File: src/rtl/gnw_fb_pkg.sv
// Shared constants and types for the framebuffer pixel packer.
// fb_word_t is one DDRAM write: word address, 8 byte lanes, byte enables.
package gnw_fb_pkg;

    localparam logic [28:0] FB_BASE_W         = 29'h6000000;
    localparam int          FB_STRIDE         = 720;
    localparam int          FB_HEIGHT         = 480;
    localparam int          FB_WORDS_PER_LINE = FB_STRIDE / 8;
    localparam int          FIFO_DEPTH        = 4;

    typedef struct packed {
        logic [28:0] addr;
        logic [63:0] data;
        logic [7:0]  be;
    } fb_word_t;

    typedef enum logic {
        OUT_IDLE = 1'b0,
        OUT_REQ  = 1'b1
    } out_state_e;

    function automatic logic [7:0] lane_be(input logic [2:0] lane);
        return 8'b1 << lane;
    endfunction

endpackage

File: src/rtl/fb_word_fifo.sv
// Completed-word FIFO with an ordered dual-push port and a single pop.
// Pushes that would exceed DEPTH are dropped and flagged on overflow.
module fb_word_fifo
    import gnw_fb_pkg::*;
#(
    parameter int DEPTH = 4,
    localparam int AW = $clog2(DEPTH),
    localparam int CW = AW + 1
) (
    input  logic          clk_sys,
    input  logic          reset,
    input  logic          push0,
    input  fb_word_t      push0_word,
    input  logic          push1,
    input  fb_word_t      push1_word,
    input  logic          pop,
    output fb_word_t      head,
    output logic [CW-1:0] count,
    output logic          empty,
    output logic          overflow
);

    localparam int FW = AW + 2;
    localparam logic [FW-1:0] DEPTH_L = FW'(DEPTH);

    fb_word_t      mem [DEPTH];
    logic [AW-1:0] wr_ptr;
    logic [AW-1:0] rd_ptr;
    logic [AW-1:0] w1_ptr;
    logic          do_pop;
    logic [FW-1:0] fill_next;

    assign empty  = (count == '0);
    assign do_pop = pop & ~empty;
    assign head   = mem[rd_ptr];
    assign w1_ptr = wr_ptr + AW'(push0);

    assign fill_next = {1'b0, count}
                     + FW'(push0)
                     + FW'(push1)
                     - FW'(do_pop);

    assign overflow = (fill_next > DEPTH_L);

    always_ff @(posedge clk_sys) begin
        if (!overflow) begin
            if (push0) mem[wr_ptr] <= push0_word;
            if (push1) mem[w1_ptr] <= push1_word;
        end
    end

    always_ff @(posedge clk_sys or posedge reset) begin
        if (reset) begin
            wr_ptr <= '0;
            rd_ptr <= '0;
            count  <= '0;
        end else begin
            if (do_pop) rd_ptr <= rd_ptr + AW'(1);
            if (!overflow) begin
                wr_ptr <= wr_ptr + AW'(push0) + AW'(push1);
                count  <= fill_next[CW-1:0];
            end else begin
                count  <= count - CW'(do_pop);
            end
        end
    end

endmodule

File: src/rtl/fb_pixel_packer.sv
// Merges raster-order 8-bit pixels into 64-bit DDRAM words and issues
// them on a level-held req / one-cycle ready write channel.
module fb_pixel_packer #(
    parameter logic [28:0] FB_BASE_W  = gnw_fb_pkg::FB_BASE_W,
    parameter int          FB_STRIDE  = gnw_fb_pkg::FB_STRIDE,
    parameter int          FB_HEIGHT  = gnw_fb_pkg::FB_HEIGHT,
    parameter int          FIFO_DEPTH = gnw_fb_pkg::FIFO_DEPTH
) (
    input  logic        clk_sys,
    input  logic        reset,
    input  logic        pix_valid,
    output logic        pix_ready,
    input  logic [9:0]  pix_x,
    input  logic [8:0]  pix_y,
    input  logic [7:0]  pix_color,
    input  logic        flush,
    input  logic        frame_start,
    output logic [28:0] fb_addr,
    output logic [63:0] fb_data,
    output logic [7:0]  fb_be,
    output logic        fb_req,
    input  logic        fb_ready,
    output logic        busy,
    output logic [15:0] words_written
);

    import gnw_fb_pkg::*;

    localparam int          CW        = $clog2(FIFO_DEPTH) + 1;
    localparam logic [28:0] WPL       = 29'(FB_STRIDE / 8);
    localparam logic [10:0] X_LIM     = 11'(FB_STRIDE);
    localparam logic [9:0]  Y_LIM     = 10'(FB_HEIGHT);
    localparam logic [CW-1:0] RDY_MAX = CW'(FIFO_DEPTH - 2);

    fb_word_t      open_w;
    logic          open_v;
    fb_word_t      merged;
    logic          merged_v;
    logic          push_old;
    logic          push_new;

    logic          pix_in_range;
    logic          pix_acc;
    logic [28:0]   pix_addr;
    logic [2:0]    lane;
    logic          addr_hit;

    logic          fifo_push0;
    logic          fifo_push1;
    fb_word_t      fifo_push0_word;
    fb_word_t      fifo_head;
    logic [CW-1:0] fifo_count;
    logic          fifo_empty;
    logic          fifo_ovf;
    logic          fifo_pop;
    logic          ovf_q;

    out_state_e    state_q;
    out_state_e    state_d;
    logic          load_head;

    assign pix_in_range = ({1'b0, pix_x} < X_LIM) & ({1'b0, pix_y} < Y_LIM);
    assign pix_addr     = FB_BASE_W + 29'(pix_y) * WPL + 29'(pix_x[9:3]);
    assign lane         = pix_x[2:0];

    // Two free slots guarantee room for old-word plus completed-word push.
    assign pix_ready = ~reset & (fifo_count <= RDY_MAX);
    assign pix_acc   = pix_valid & pix_ready & pix_in_range;
    assign addr_hit  = open_v & (open_w.addr == pix_addr);

    always_comb begin
        merged   = open_w;
        merged_v = open_v;
        push_old = 1'b0;
        if (pix_acc) begin
            if (!addr_hit) begin
                push_old    = open_v;
                merged.addr = pix_addr;
                merged.data = '0;
                merged.be   = '0;
            end
            merged.data[{lane, 3'b000} +: 8] = pix_color;
            merged.be = merged.be | lane_be(lane);
            merged_v  = 1'b1;
        end
        push_new = merged_v & ((merged.be == 8'hFF) | flush | frame_start);
    end

    assign fifo_push0      = push_old | push_new;
    assign fifo_push1      = push_old & push_new;
    assign fifo_push0_word = push_old ? open_w : merged;

    always_ff @(posedge clk_sys or posedge reset) begin
        if (reset) begin
            open_v <= 1'b0;
            open_w <= '0;
        end else begin
            open_v <= merged_v & ~push_new;
            open_w <= merged;
        end
    end

    fb_word_fifo #(
        .DEPTH(FIFO_DEPTH)
    ) u_fifo (
        .clk_sys   (clk_sys),
        .reset     (reset),
        .push0     (fifo_push0),
        .push0_word(fifo_push0_word),
        .push1     (fifo_push1),
        .push1_word(merged),
        .pop       (fifo_pop),
        .head      (fifo_head),
        .count     (fifo_count),
        .empty     (fifo_empty),
        .overflow  (fifo_ovf)
    );

    always_ff @(posedge clk_sys or posedge reset) begin
        if (reset) begin
            ovf_q <= 1'b0;
        end else if (fifo_ovf) begin
            ovf_q <= 1'b1;
        end else if (frame_start) begin
            ovf_q <= 1'b0;
        end
    end

    assert property (@(posedge clk_sys) disable iff (reset) !(fifo_ovf || ovf_q))
        else $error("fb_word_fifo pushed while full");

    always_ff @(posedge clk_sys or posedge reset) begin
        if (reset) begin
            state_q <= OUT_IDLE;
        end else begin
            state_q <= state_d;
        end
    end

    always_comb begin
        state_d = state_q;
        unique case (state_q)
            OUT_IDLE: if (!fifo_empty) state_d = OUT_REQ;
            OUT_REQ:  if (fb_ready)    state_d = OUT_IDLE;
            default:  state_d = OUT_IDLE;
        endcase
    end

    always_comb begin
        fb_req    = 1'b0;
        load_head = 1'b0;
        fifo_pop  = 1'b0;
        unique case (state_q)
            OUT_IDLE: load_head = ~fifo_empty;
            OUT_REQ: begin
                fb_req   = 1'b1;
                fifo_pop = fb_ready;
            end
            default: ;
        endcase
    end

    always_ff @(posedge clk_sys or posedge reset) begin
        if (reset) begin
            fb_addr       <= '0;
            fb_data       <= '0;
            fb_be         <= '0;
            words_written <= '0;
        end else begin
            if (load_head) begin
                fb_addr <= fifo_head.addr;
                fb_data <= fifo_head.data;
                fb_be   <= fifo_head.be;
            end
            if (fifo_pop) words_written <= words_written + 16'd1;
        end
    end

    assign busy = open_v | ~fifo_empty | fb_req;

endmodule

File: config.mk
export PLATFORM = sky130hd
export DESIGN_NAME = fb_pixel_packer
export DESIGN_NICKNAME = d
export VERILOG_FILES = /design/src/rtl/gnw_fb_pkg.sv /design/src/rtl/fb_word_fifo.sv /design/src/rtl/fb_pixel_packer.sv
export SDC_FILE = /design/constraint.sdc
export NUM_CORES = 1
export LEC_CHECK = 0
export BUFFER_PORTS_ARGS = -buffer_cell sky130_fd_sc_hd__buf_2
export CORE_MARGIN = 3
export CORE_UTILIZATION = 45
export CTS_BUF_LIST = sky130_fd_sc_hd__clkbuf_8
export DETAILED_ROUTE_END_ITERATION = 12
export GPL_TIMING_DRIVEN = 1
export PLACE_DENSITY = 0.63
export SETUP_SLACK_MARGIN = 0.05
export SYNTH_ARGS = -nofsm -noshare
export SYNTH_HDL_FRONTEND = slang
export SYNTH_SLANG_ARGS = --single-unit
export TNS_END_PERCENT = 1
File: constraint.sdc
create_clock -name clk_sys -period 16.8 [get_ports clk_sys]
set_input_delay 0.84 -clock clk_sys [delete_from_list [all_inputs] [get_ports clk_sys]]
set_output_delay 0.84 -clock clk_sys [all_outputs]
set_load 0.03 [all_outputs]
== After elaboration in Yosys (flattened, before gate mapping) ==
Memories as Yosys holds them, arrays and structs flattened. A register that Yosys moved wholly into a read port is not among the register bits.
Cells that the tools add are included.

* Flip-flop bits (word level): 126
* Latch bits: 0
* Memory bits (writable): 404
* ROM bits: 0
* Input port bits: 33
* Output and inout port bits: 120
* Logic and storage cells: 72
* Memories: 1

* $add $sub $neg: 11
* Multiply operators: 1
* Div/mod/pow operators: 0
* $lt $le $gt $ge: 4
* Equality and inequality tests: 2
* Shifts and indexed selects: 3
* Muxes and demuxes: 21
* Bitwise gates (word level): 19
* Reduce and logical (&&, ||, !) cells: 1

{| class="wikitable"
|+ Memory list
! name !! depth !! width !! read ports !! clocked after memory_dff !! write ports !! RTL line !! text
|-
| u_fifo.mem || 4 || 101 || 1 || 1 || 2 || fb_word_fifo.sv:26 || <nowiki>fb_word_t mem [DEPTH];</nowiki>
|}

{| class="wikitable"
|+ Operator list
! operator !! number
|-
| $mux W101 || 4
|-
| $bwmux W64 || 1
|-
| $shift A8 B8 Y64 const A || 1
|-
| $shiftx A8 B8 Y64 || 1
|-
| $add A28 B7 Y29 || 1
|-
| $eq A29 B29 Y1 || 1
|-
| $add A27 B16 Y28 const A || 1
|-
| $add A16 B1 Y16 const B || 1
|-
| $mul A9 B6 Y15 const B || 1
|-
| $mux W1 || 14
|-
| $lt A10 B10 Y1 const B || 1
|-
| $and A1 B1 Y1 || 9
|-
| $lt A9 B9 Y1 const B || 1
|-
| $eq A8 B8 Y1 const B || 1
|-
| $neg A6 Y8 || 1
|-
| $or A8 B8 Y8 || 1
|-
| $shl A1 B3 Y8 const A || 1
|-
| $or A1 B1 Y1 || 5
|-
| $add A2 B1 Y2 || 2
|-
| $add A3 B1 Y4 || 1
|-
| $add A4 B1 Y4 || 1
|-
| $gt A4 B3 Y1 const B || 1
|-
| $not A1 Y1 || 4
|-
| $sub A4 B1 Y4 || 1
|-
| 6 further kinds || 6
|}

== Longest topological paths before layout ==
Gate-level depths: netlist (run 1).

* Depth in word-level cells: 20
* Mapped depth: 35
* Depth with buffers taken out: 31

== Cells and area by module ==
From an unflattened synthesis (run 1), not the netlist that was laid out.

* Cells, all modules: 2252
* Area, all modules: 32576.2 sq um

{| class="wikitable"
|+ By module, submodules not included
! module !! times used !! cells each !! area an instance (sq um) !! seq. area each (sq um)
|-
| fb_word_fifo || 1 || 1050 || 19889.1 || 12306.8
|-
| fb_pixel_packer || 1 || 1202 || 12687.2 || 5505.3
|}

== Least setup slack after synthesis (run 1) ==
Ideal clock, no wire load.

* Kind: input -> register
* Start: in reset
* End: mem u_fifo.mem[0][0] (netlist name), enable pin
* Library setup time: 710 ps
* Arrival: 16856 ps
* Data required time: 16090 ps
* Slack: -766 ps
* Stages: 17
* Buffers on the path: 3
* Path through: inv_1 o21a_1 and4_1 clkbuf_1 buf_1 o31a_1 buf_2 and3_1 inv_1 ha_1 fa_1 inv_1 fa_1 nor2b_1 o21ai_1 o21bai_1 o31ai_1

{| class="wikitable"
|+ RTL lines
! what !! RTL line !! text
|-
| start, declared || fb_pixel_packer.sv:10 || <nowiki>input logic reset,</nowiki>
|-
| end, declared || fb_word_fifo.sv:26 ||
|}

==> run summary, run 1 <==
Area of the multi-input gates: 0.0115 mm^2
Clk Latency, worst-skew pair: 730 ps
Comb power frac: 0.372
Setup CP Type: input port to register
Avg Inst Size Synth: 13.7 um^2
Status: complete, no violations
Top-count cell post-synth: edfxtp_1
IO Pins: 153
Hold Fails Final Rpt: 0
Initial core utilization: 0.456
IO buf count: 152
Yosys cell types: 76
Die height: 265 um
H-tree levels: 3
Vias in the first global route: 20,273
FF+latch count, synth: 631
Slew HR: 0.241
Clk network pwr share: 0.235
Post-CTS Hold Buffers: 0
Reg power frac: 0.393
Global Route met3 Usage: 0.0355
R2r setup slk: 8630 ps
Core Rows: 94
NetSw: 2.05 mW
WL final: 78,900 um
Max stage delay on crit path: 850 ps
Synth Flop Type: edfxtp_1
Worst min path class: input port to async pin
CORE AREA: 0.0661 mm^2
Cell taking the most area after synthesis: edfxtp_1
Worst-path clk slew: 60 ps
Die area: 0.0701 mm^2
Slew @ Worst Pin: 1140 ps
Total Power: 5.52 mW
Synth top area share: 0.402
CP Buf/Inv Count: 7
Cell Area, Synth: 0.0301 mm^2
Iter 0 DRT Violations: 1,904
Slowest CP cell: buf_4
Max Fclk: 98.7 MHz
Power Dens Cells: 164 mW/mm^2
Post-synth top cells: edfxtp_1 (404), nand2_1 (257), dfrtp_1 (227)
Worst Setup End Kind: register
Drt pass-1 iters: 5
Largest net degree at the start of global routing: 145
RSZ-0062 raised after global routing: false
Postcts setup bufs: 0
EDFF count, synth: 404
Syn_nets: 2,296
Filler instances: 5,706
Required @ worst endpoint: 17,110 ps
Sequential Area: 0.0178 mm^2
Reg-to-reg startpoint: open_w[89]$_DFF_PP0_
GRT busiest layer: met2
Critical path peak fanout: 59
DP HPWL: 47,000 um
Worst-case clock skew: 58.0 ps
Post-synth ARST share: 0.360
RePlAce Congestion: 0.861
Stages on worst setup path: 30
Max Buffers Root-to-Sink: 3
Number of routed nets with antenna violations: 0
# nets final: 2,442
Worst r2r path cells: 23
Initial antenna violation count: 4
Cell family with most CP delay: simple AND/OR/NAND/NOR gates
Crit path from: pix_y[1]
Die Span X: 265 um
Internal: 3.47 mW
Drt via density: 6.01
Residual DRC: 0
Synth area leaders: edfxtp_1 (40%), dfrtp_1 (19%), mux4_2 (7.5%)
Sw Share: 0.371
First-pass GRT wire length: 122,000 um
Max-slew violations: 0
Post-Syn Instances: 2,201
Worst r2r dst: u_fifo.mem[0][67]$_DFFE_PP_
Total clock sinks: 631
CTS Buf Count: 103
Register area share after synthesis: 0.591
Share of post-route cells with drive strength above 1: 0.240
GRT Util Overall: 0.225
Critical Path Sink: u_fifo.mem[0][67]$_DFFE_PP_
CP Launch Type: input port
Tcrit/Tclk final: 0.603
Met1 Track Usage GR: 0.311
Drt wl/cell: 23.9 um
Clock tree from TritonCTS: done
Arrival time worst endpoint: 10,450 ps
Setup TNS: 0 ps
M2 GR Usage: 0.365
Final setup viols: 0
Layout area overhead: 12.0%
VDD IR max: 0.000120 V
Via count: 19,861
Leak: 13.0 nW
Yosys warnings: 0
Minimum clock period: 10,130 ps
Clock Tree Root: clkbuf_8
Total grt overflow: 0
Max-cap viol count: 0
Post-CTS sizing: 0
area by class of cell:
type                    count  area share
flip-flops and latches    631       0.528
multi-input cells        1342       0.340
clock buffers             117      0.0477
well taps                 864      0.0320
repair buffers            187      0.0307
clock inverters            79      0.0121
inverters                  82     0.00934
diodes                      1   0.0000742
state kept, by name (all words and copies together) (netlist names):
name and count:
fb_be 8, open_w 101, state_q 1, u_fifo.wr_ptr 2
open_v 1, u_fifo.rd_ptr 2, fb_data 64, u_fifo.mem 404
fb_addr 29, words_written 16, u_fifo.count 3
layout by cell type, fill, tap and decap left out, types with 28 or more instances in the layout:
cell type	Yosys	layout
edfxtp_1	404	404
nand2_1	257	257
dfrtp_1	227	225
o2bb2ai_1	205	205
buf_2	6	152
inv_1	82	132
mux2_2	117	117
clkbuf_8	0	117
o22ai_1	111	111
mux4_2	101	101
nor2_1	94	89
ha_1	50	50
xnor2_1	36	36
buf_4	24	34
o21ai_0	34	31
a21o_1	28	28
through the flow:
step	hold WS [ps]	util	cell area [um^2]	std cells	setup slack [ps]
after global placement	454	0.480	31700	3106	6430
after detailed placement	463	0.480	31700	3106	6000
final	261	0.511	33700	3303	6670
after CTS	224	0.511	33700	3302	6770
after global routing	285	0.511	33700	3303	6100
after floorplan	447	-	30100	2201	-454
cell families after synthesis:
logic type,Yosys count,synth area share
AO/OA/AOI/OAI,516,0.138
XOR/XNOR,55,0.0162
adder cells (fa/ha/maj),62,0.0287
buffers and inverters,228,0.0316
flip-flops,631,0.591
multiplexers,234,0.125
AND/OR/NAND/NOR,475,0.0697
power by group through the flow:
stage / Sequential (mW) / Combinational (mW) / Clock [mW]
final: 2.17 / 2.06 / 1.30
after global routing: 2.21 / 2.22 / 1.40
after CTS: 2.17 / 2.07 / 1.32
after detailed placement: 2.20 / 2.06 / 0
after global placement: 2.19 / 2.02 / 0
after floorplan: 2.39 / 1.29 / 0
worst min-delay path by stage:
stage | start | endpoint | slack [ps] | depth (start not counted)
floorplan | open_w[10]$_DFF_PP0_ | open_w[10]$_DFF_PP0_ | 450 | 2
global placement | words_written[15]$_DFFE_PP0P_ | words_written[15]$_DFFE_PP0P_ | 450 | 1
detailed placement | open_w[56]$_DFF_PP0_ | open_w[56]$_DFF_PP0_ | 460 | 2
CTS | reset | words_written[4]$_DFFE_PP0P_ | 220 | 2
global route | reset | words_written[4]$_DFFE_PP0P_ | 290 | 2
finish | reset | words_written[4]$_DFFE_PP0P_ | 260 | 2
metal layers:
layer	part of all wire	routed length, um	vias up
met5	0.00056	44	-
met4	0.027	2100	6
met3	0.074	5870	142
met2	0.48	37600	910
met1	0.42	33300	9998
li1	-	-	8805
No activity file was read; power rests on OpenSTA's default activity.
==> inputs of run 2 (changes only) <==
==> constraint.sdc (replaced) <==
create_clock -name clk_sys -period 9.8 [get_ports clk_sys]
set_input_delay 0.49 -clock clk_sys [delete_from_list [all_inputs] [get_ports clk_sys]]
set_output_delay 0.49 -clock clk_sys [all_outputs]
set_load 0.03 [all_outputs]
==> run summary, run 2 (same netlist as run 1, synthesis figures left out) <==
CORE AREA: 0.0661 mm^2 (unchanged)
Share of post-route cells with drive strength above 1: 0.258 (+0.0177)
Slew @ Worst Pin: 1190 ps (+54.6 ps)
Worst r2r dst: u_fifo.mem[3][1]$_DFFE_PP_
Number of routed nets with antenna violations: 0 (unchanged)
RSZ-0062 raised after global routing: false
Drt pass-1 iters: 6 (+1)
Max stage delay on crit path: 770 ps (-80 ps)
Leak: 13.2 nW (+1.3%)
Top reg by flops: u_fifo.mem
Initial antenna violation count: 4 (unchanged)
Residual DRC: 0 (unchanged)
# nets final: 2,460 (+0.74%)
Die height: 265 um (unchanged)
Hold depth: 3
GRT Util Overall: 0.227 (+0.00245)
Via count: 20,036 (+0.88%)
H-tree levels: 3 (unchanged)
DP HPWL: 48,800 um (+3.8%)
Clock tree from TritonCTS: done
Status: complete, no violations
Total grt overflow: 0 (unchanged)
Final instance area: 0.0343 mm^2 (+1.6%)
Max Buffers Root-to-Sink: 3 (unchanged)
Drt via density: 6.03 (+0.24%)
Worst r2r path cells: 22 (-4.3%)
Worst-case clock skew: 34.8 ps (-23.2 ps)
Initial core utilization: 0.456 (unchanged)
First-pass GRT wire length: 123,000 um (+0.78%)
Drt wl/cell: 24.0 um (+0.50%)
IO Pins: 153 (unchanged)
Slew HR: 0.205 (-0.0364)
CTS Buf Count: 106 (+2.9%)
Reg-to-reg startpoint: u_fifo.count[1]$_DFF_PP0_
Crit path top cell by count: ha_1
Power Dens Cells: 284 mW/mm^2 (+74%)
VDD IR max: 0.000133 V (+11%)
Postcts setup bufs: 0 (unchanged)
Max reg flops: 404 (unchanged)
WL final: 79,800 um (+1.1%)
Iter 0 DRT Violations: 2,037 (+7.0%)
Max Fclk: 116 MHz
Most frequent cells in the layout: edfxtp_1 (404), nand2_1 (257), dfrtp_1 (225)
Post-route setup slack: 1190 ps (-5480 ps)
Arrival time worst endpoint: 9010 ps (-1440 ps)
Post-route insts no fill: 3,324 (+0.64%)
RePlAce Congestion: 0.849 (-1.4%)
Tcrit/Tclk final: 0.879
Die area: 0.0701 mm^2 (unchanged)
Die Span X: 265 um (unchanged)
Core Rows: 94 (unchanged)
Worst Setup End Kind: register
Hold path start: frame_start
Minimum clock period: 8610 ps
Largest net degree at the start of global routing: 168 (+16%)
Clk Latency, worst-skew pair: 710 ps (-20 ps)
Required @ worst endpoint: 10,200 ps (-6910 ps)
Worst Hold End: open_v$_DFF_PP0_
Commonest non-fill, non-tap cell in the layout: edfxtp_1
Post-CTS sizing: 0 (unchanged)
Worst min path class: input port to register
Final core utilization: 0.518 (+0.00793)
Cells after DPL: 3,120 (+0.45%)
Final setup viols: 0 (unchanged)
Setup WS pre-CTS: 571 ps (-5420 ps)
CP Launch Type: input port
Clock Tree Root: clkbuf_8
Placed Area: 0.0320 mm^2 (+0.75%)
Largest regs: u_fifo.mem: 404 flops, open_w: 101 flops, fb_data: 64 flops
Vias in the first global route: 20,501 (+1.1%)
Hold Fails Final Rpt: 0 (unchanged)
Max-cap viol count: 0 (unchanged)
Total clock sinks: 631 (unchanged)
Smallest hold slack: 129 ps (-132 ps)
IO buf count: 152 (unchanged)
Setup CP Type: input port to register
Max-slew violations: 0 (unchanged)
Worst-path clk slew: 60 ps (about the same)
Slowest CP cell: nor2_4
Critical path peak fanout: 41 (-31%)
R2r setup slk: 2570 ps (-6060 ps)
Layout area overhead: 13.7%
## run 2: layout make-up
type / count / area, um^2
sequential: 631 / 17800
multi-input combinational: 1342 / 11500
inverter: 82 / 312
clock inverter: 63 / 407
tap: 864 / 1080
fill: 5585 / 31800
clock buffer: 137 / 1890
timing repair buffer: 202 / 1250
antenna: 3 / 7.51
## run 2: worst max-delay path by stage
stage,start,end,slack (ps),depth (start not counted)
6_report,pix_y[1],u_fifo.mem[3][1]$_DFFE_PP_,1190,31
5_1_grt,pix_y[1],u_fifo.mem[3][1]$_DFFE_PP_,740,31
4_1_cts,pix_y[1],u_fifo.mem[3][1]$_DFFE_PP_,1320,31
3_5_place_dp,pix_y[1],u_fifo.mem[3][1]$_DFFE_PP_,570,31
3_3_place_gp,pix_y[0],u_fifo.mem[3][2]$_DFFE_PP_,810,29
2_1_floorplan,reset,u_fifo.mem[1][0]$_DFFE_PP_,-220,17
## run 2: routing by layer
metal  part of all wire  routed length (um)  track usage
met3              0.083                6610       0.0489
met5            0.00013                  10            0
met1               0.41               32800        0.302
met4              0.026                2080       0.0748
met2               0.48               38400        0.375
## run 2: what timing repair did
item | CTS | global route
setup endpoints to repair | 0 | 0
hold buffers | 1 | 0
hold endpoints to repair | 17 | 0
## run 2: critical path: cells and delay by family
kind	cells	cell delay, ps
and+or+nand+nor	11	3110
adders and majority gates	8	2540
xor gates and xnor gates	1	170
buffers and inverters	6	970
AOI/OAI and AO/OA	5	1680
## run 2: through the flow
stage	total power [mW]	TNS, ps
final	9.73	0
after global routing	10.2	0
after CTS	9.81	0
after detailed placement	7.33	0
after global placement	7.25	0
after floorplan	6.31	-80690
## run 2: power by group
group | switching (mW) | leakage (nW) | internal (mW)
Sequential | 0.355 | 6.58 | 3.36
Combinational | 2.09 | 5.31 | 1.47
Clock | 1.09 | 1.29 | 1.37
Total | 3.54 | 13.2 | 6.19
==> inputs of run 3 (changes only) <==
--- a/config.mk
+++ b/config.mk
@@ -8,7 +8,7 @@
 export BUFFER_PORTS_ARGS = -buffer_cell sky130_fd_sc_hd__buf_2
 export CORE_MARGIN = 3
 export CORE_UTILIZATION = 45
-export CTS_BUF_LIST = sky130_fd_sc_hd__clkbuf_8
+export CTS_BUF_LIST = sky130_fd_sc_hd__clkbuf_2 sky130_fd_sc_hd__clkbuf_4 sky130_fd_sc_hd__clkbuf_8
 export DETAILED_ROUTE_END_ITERATION = 12
 export GPL_TIMING_DRIVEN = 1
 export PLACE_DENSITY = 0.63
==> constraint.sdc (replaced) <==
create_clock -name clk_sys -period 8.7 [get_ports clk_sys]
set_input_delay 0.435 -clock clk_sys [delete_from_list [all_inputs] [get_ports clk_sys]]
set_output_delay 0.435 -clock clk_sys [all_outputs]
set_load 0.03 [all_outputs]
==> run summary, run 3 (same netlist as run 1, synthesis figures left out) <==
# nets final: 2,470 (+0.41%)
Leak: 13.2 nW (-0.26%)
Setup WS pre-CTS: 322 ps (-249 ps)
Slowest CP cell: o21ai_4
Arrival time worst endpoint: 8110 ps (-900 ps)
CORE AREA: 0.0661 mm^2 (unchanged)
GRT Util Overall: 0.230 (+0.00250)
Cell family with most CP delay: compound AO/OA/AOI/OAI gates
First-pass GRT wire length: 124,000 um (+1.2%)
Drt wl/cell: 24.2 um (+0.57%)
Max reg flops: 404 (unchanged)
Post-route setup slack: 968 ps (-223 ps)
Status: complete, no violations
IO Pins: 153 (unchanged)
Residual DRC: 0 (unchanged)
Post-CTS Hold Buffers: 2 (+1)
Max stage delay on crit path: 920 ps (+150 ps)
Core Rows: 94 (unchanged)
Layout area overhead: 13.9%
Clock Tree Root: clkbuf_8
IO buf count: 152 (unchanged)
Worst min path class: input port to register
DP HPWL: 49,400 um (+1.3%)
GRT busiest layer: met2
Iter 0 DRT Violations: 1,740 (-15%)
Die height: 265 um (unchanged)
Tcrit/Tclk final: 0.889
Drt via density: 6.02 (-0.10%)
Crit path top cell by count: ha_1
Share of post-route cells with drive strength above 1: 0.269 (+0.0116)
M2 GR Usage: 0.378 (+0.00311)
Drt pass-1 iters: 7 (+1)
Power Dens Cells: 319 mW/mm^2 (+12%)
CP Launch Type: input port
Max Fclk: 129 MHz
Hold Fails Final Rpt: 0 (unchanged)
Clk Latency, worst-skew pair: 710 ps (about the same)
CTS Buf Count: 104 (-1.9%)
Clock tree from TritonCTS: done
Required @ worst endpoint: 9080 ps (-1120 ps)
Postcts setup bufs: 0 (unchanged)
Final setup viols: 0 (unchanged)
Critical path peak fanout: 23 (-44%)
Setup CP Type: input port to register
Slew @ Worst Pin: 1140 ps (-55.7 ps)
Minimum clock period: 7730 ps
RSZ-0062 raised after global routing: false
Commonest non-fill, non-tap cell in the layout: edfxtp_1
Via count: 20,070 (+0.17%)
Post-CTS sizing: 0 (unchanged)
CP Buf/Inv Count: 6 (unchanged)
Most frequent cells in the layout: edfxtp_1 (404), nand2_1 (257), dfrtp_1 (225)
Initial antenna violation count: 6 (+2)
RePlAce Congestion: 0.839 (-1.2%)
Top reg by flops: u_fifo.mem
Placed Area: 0.0321 mm^2 (+0.34%)
Die area: 0.0701 mm^2 (unchanged)
Met1 Track Usage GR: 0.307 (+0.00560)
Initial core utilization: 0.456 (unchanged)
Smallest hold slack: 69.4 ps (-59.3 ps)
Final instance area: 0.0343 mm^2 (+0.18%)
Total clock sinks: 631 (unchanged)
Largest net degree at the start of global routing: 127 (-24%)
Worst-path clk slew: 60 ps (about the same)
Global Route met3 Usage: 0.0459 (-0.00306)
Max-slew violations: 0 (unchanged)
Worst Setup End Kind: register
VDD IR max: 0.000145 V (+8.9%)
WL final: 80,500 um (+0.84%)
Slew HR: 0.239 (+0.0343)
Max-cap viol count: 0 (unchanged)
Vias in the first global route: 20,755 (+1.2%)
Number of routed nets with antenna violations: 0 (unchanged)
H-tree levels: 3 (unchanged)
Largest regs: u_fifo.mem: 404 flops, open_w: 101 flops, fb_data: 64 flops
Worst-case clock skew: 40.3 ps (+5.47 ps)
Max Buffers Root-to-Sink: 3 (unchanged)
Die Span X: 265 um (unchanged)
Total grt overflow: 0 (unchanged)
-- run 3: final timing paths --
path	start	endpoint	slack, ps	depth (start not counted)
worst max-delay path	pix_y[1]	u_fifo.mem[2][67]$_DFFE_PP_	970	26
worst min-delay path	pix_x[3]	open_w[72]$_DFF_PP0_	70	2
worst max register to register	u_fifo.count[1]$_DFF_PP0_	u_fifo.mem[2][67]$_DFFE_PP_	2100	20
worst min register to register	open_w[59]$_DFF_PP0_	open_w[59]$_DFF_PP0_	480	2
max in group asynchronous	reset	open_w[33]$_DFF_PP0_	6100	6
min in group asynchronous	reset	words_written[13]$_DFFE_PP0P_	510	4
-- run 3: report_power, final --
group	internal (mW)	leakage [nW]	total, mW	switching [mW]
registers	3.78	6.58	4.20	0.416
logic	1.68	5.38	4.02	2.34
clock network	1.50	1.19	2.74	1.24
total	6.97	13.2	11.0	3.99
-- run 3: final cells by class --
| type | count | area (um^2) |
|---|---|---|
| Clock inverter | 48 | 338 |
| Tap cell | 864 | 1080 |
| Inverter | 82 | 312 |
| Fill cell | 5581 | 31800 |
| Sequential cell | 631 | 17800 |
| Antenna cell | 3 | 7.51 |
| Multi-Input combinational cell | 1342 | 11500 |
| Clock buffer | 149 | 1890 |
| Timing Repair Buffer | 214 | 1370 |
-- run 3: metal layers --
layer / up-vias / share of wire
li1: 8878 / -
met1: 10173 / 0.41
met2: 876 / 0.49
met3: 139 / 0.081
met4: 4 / 0.024
met5: - / 0.00040
-- run 3: per-stage QoR --
stage	TNS (ps)	std cells	util	power, mW
floorplan	-207460	2201	-	7.11
global placement	0	3131	0.485	8.18
detailed placement	0	3131	0.485	8.28
CTS	0	3330	0.519	11.0
global route	0	3331	0.519	11.5
finish	0	3333	0.519	11.0
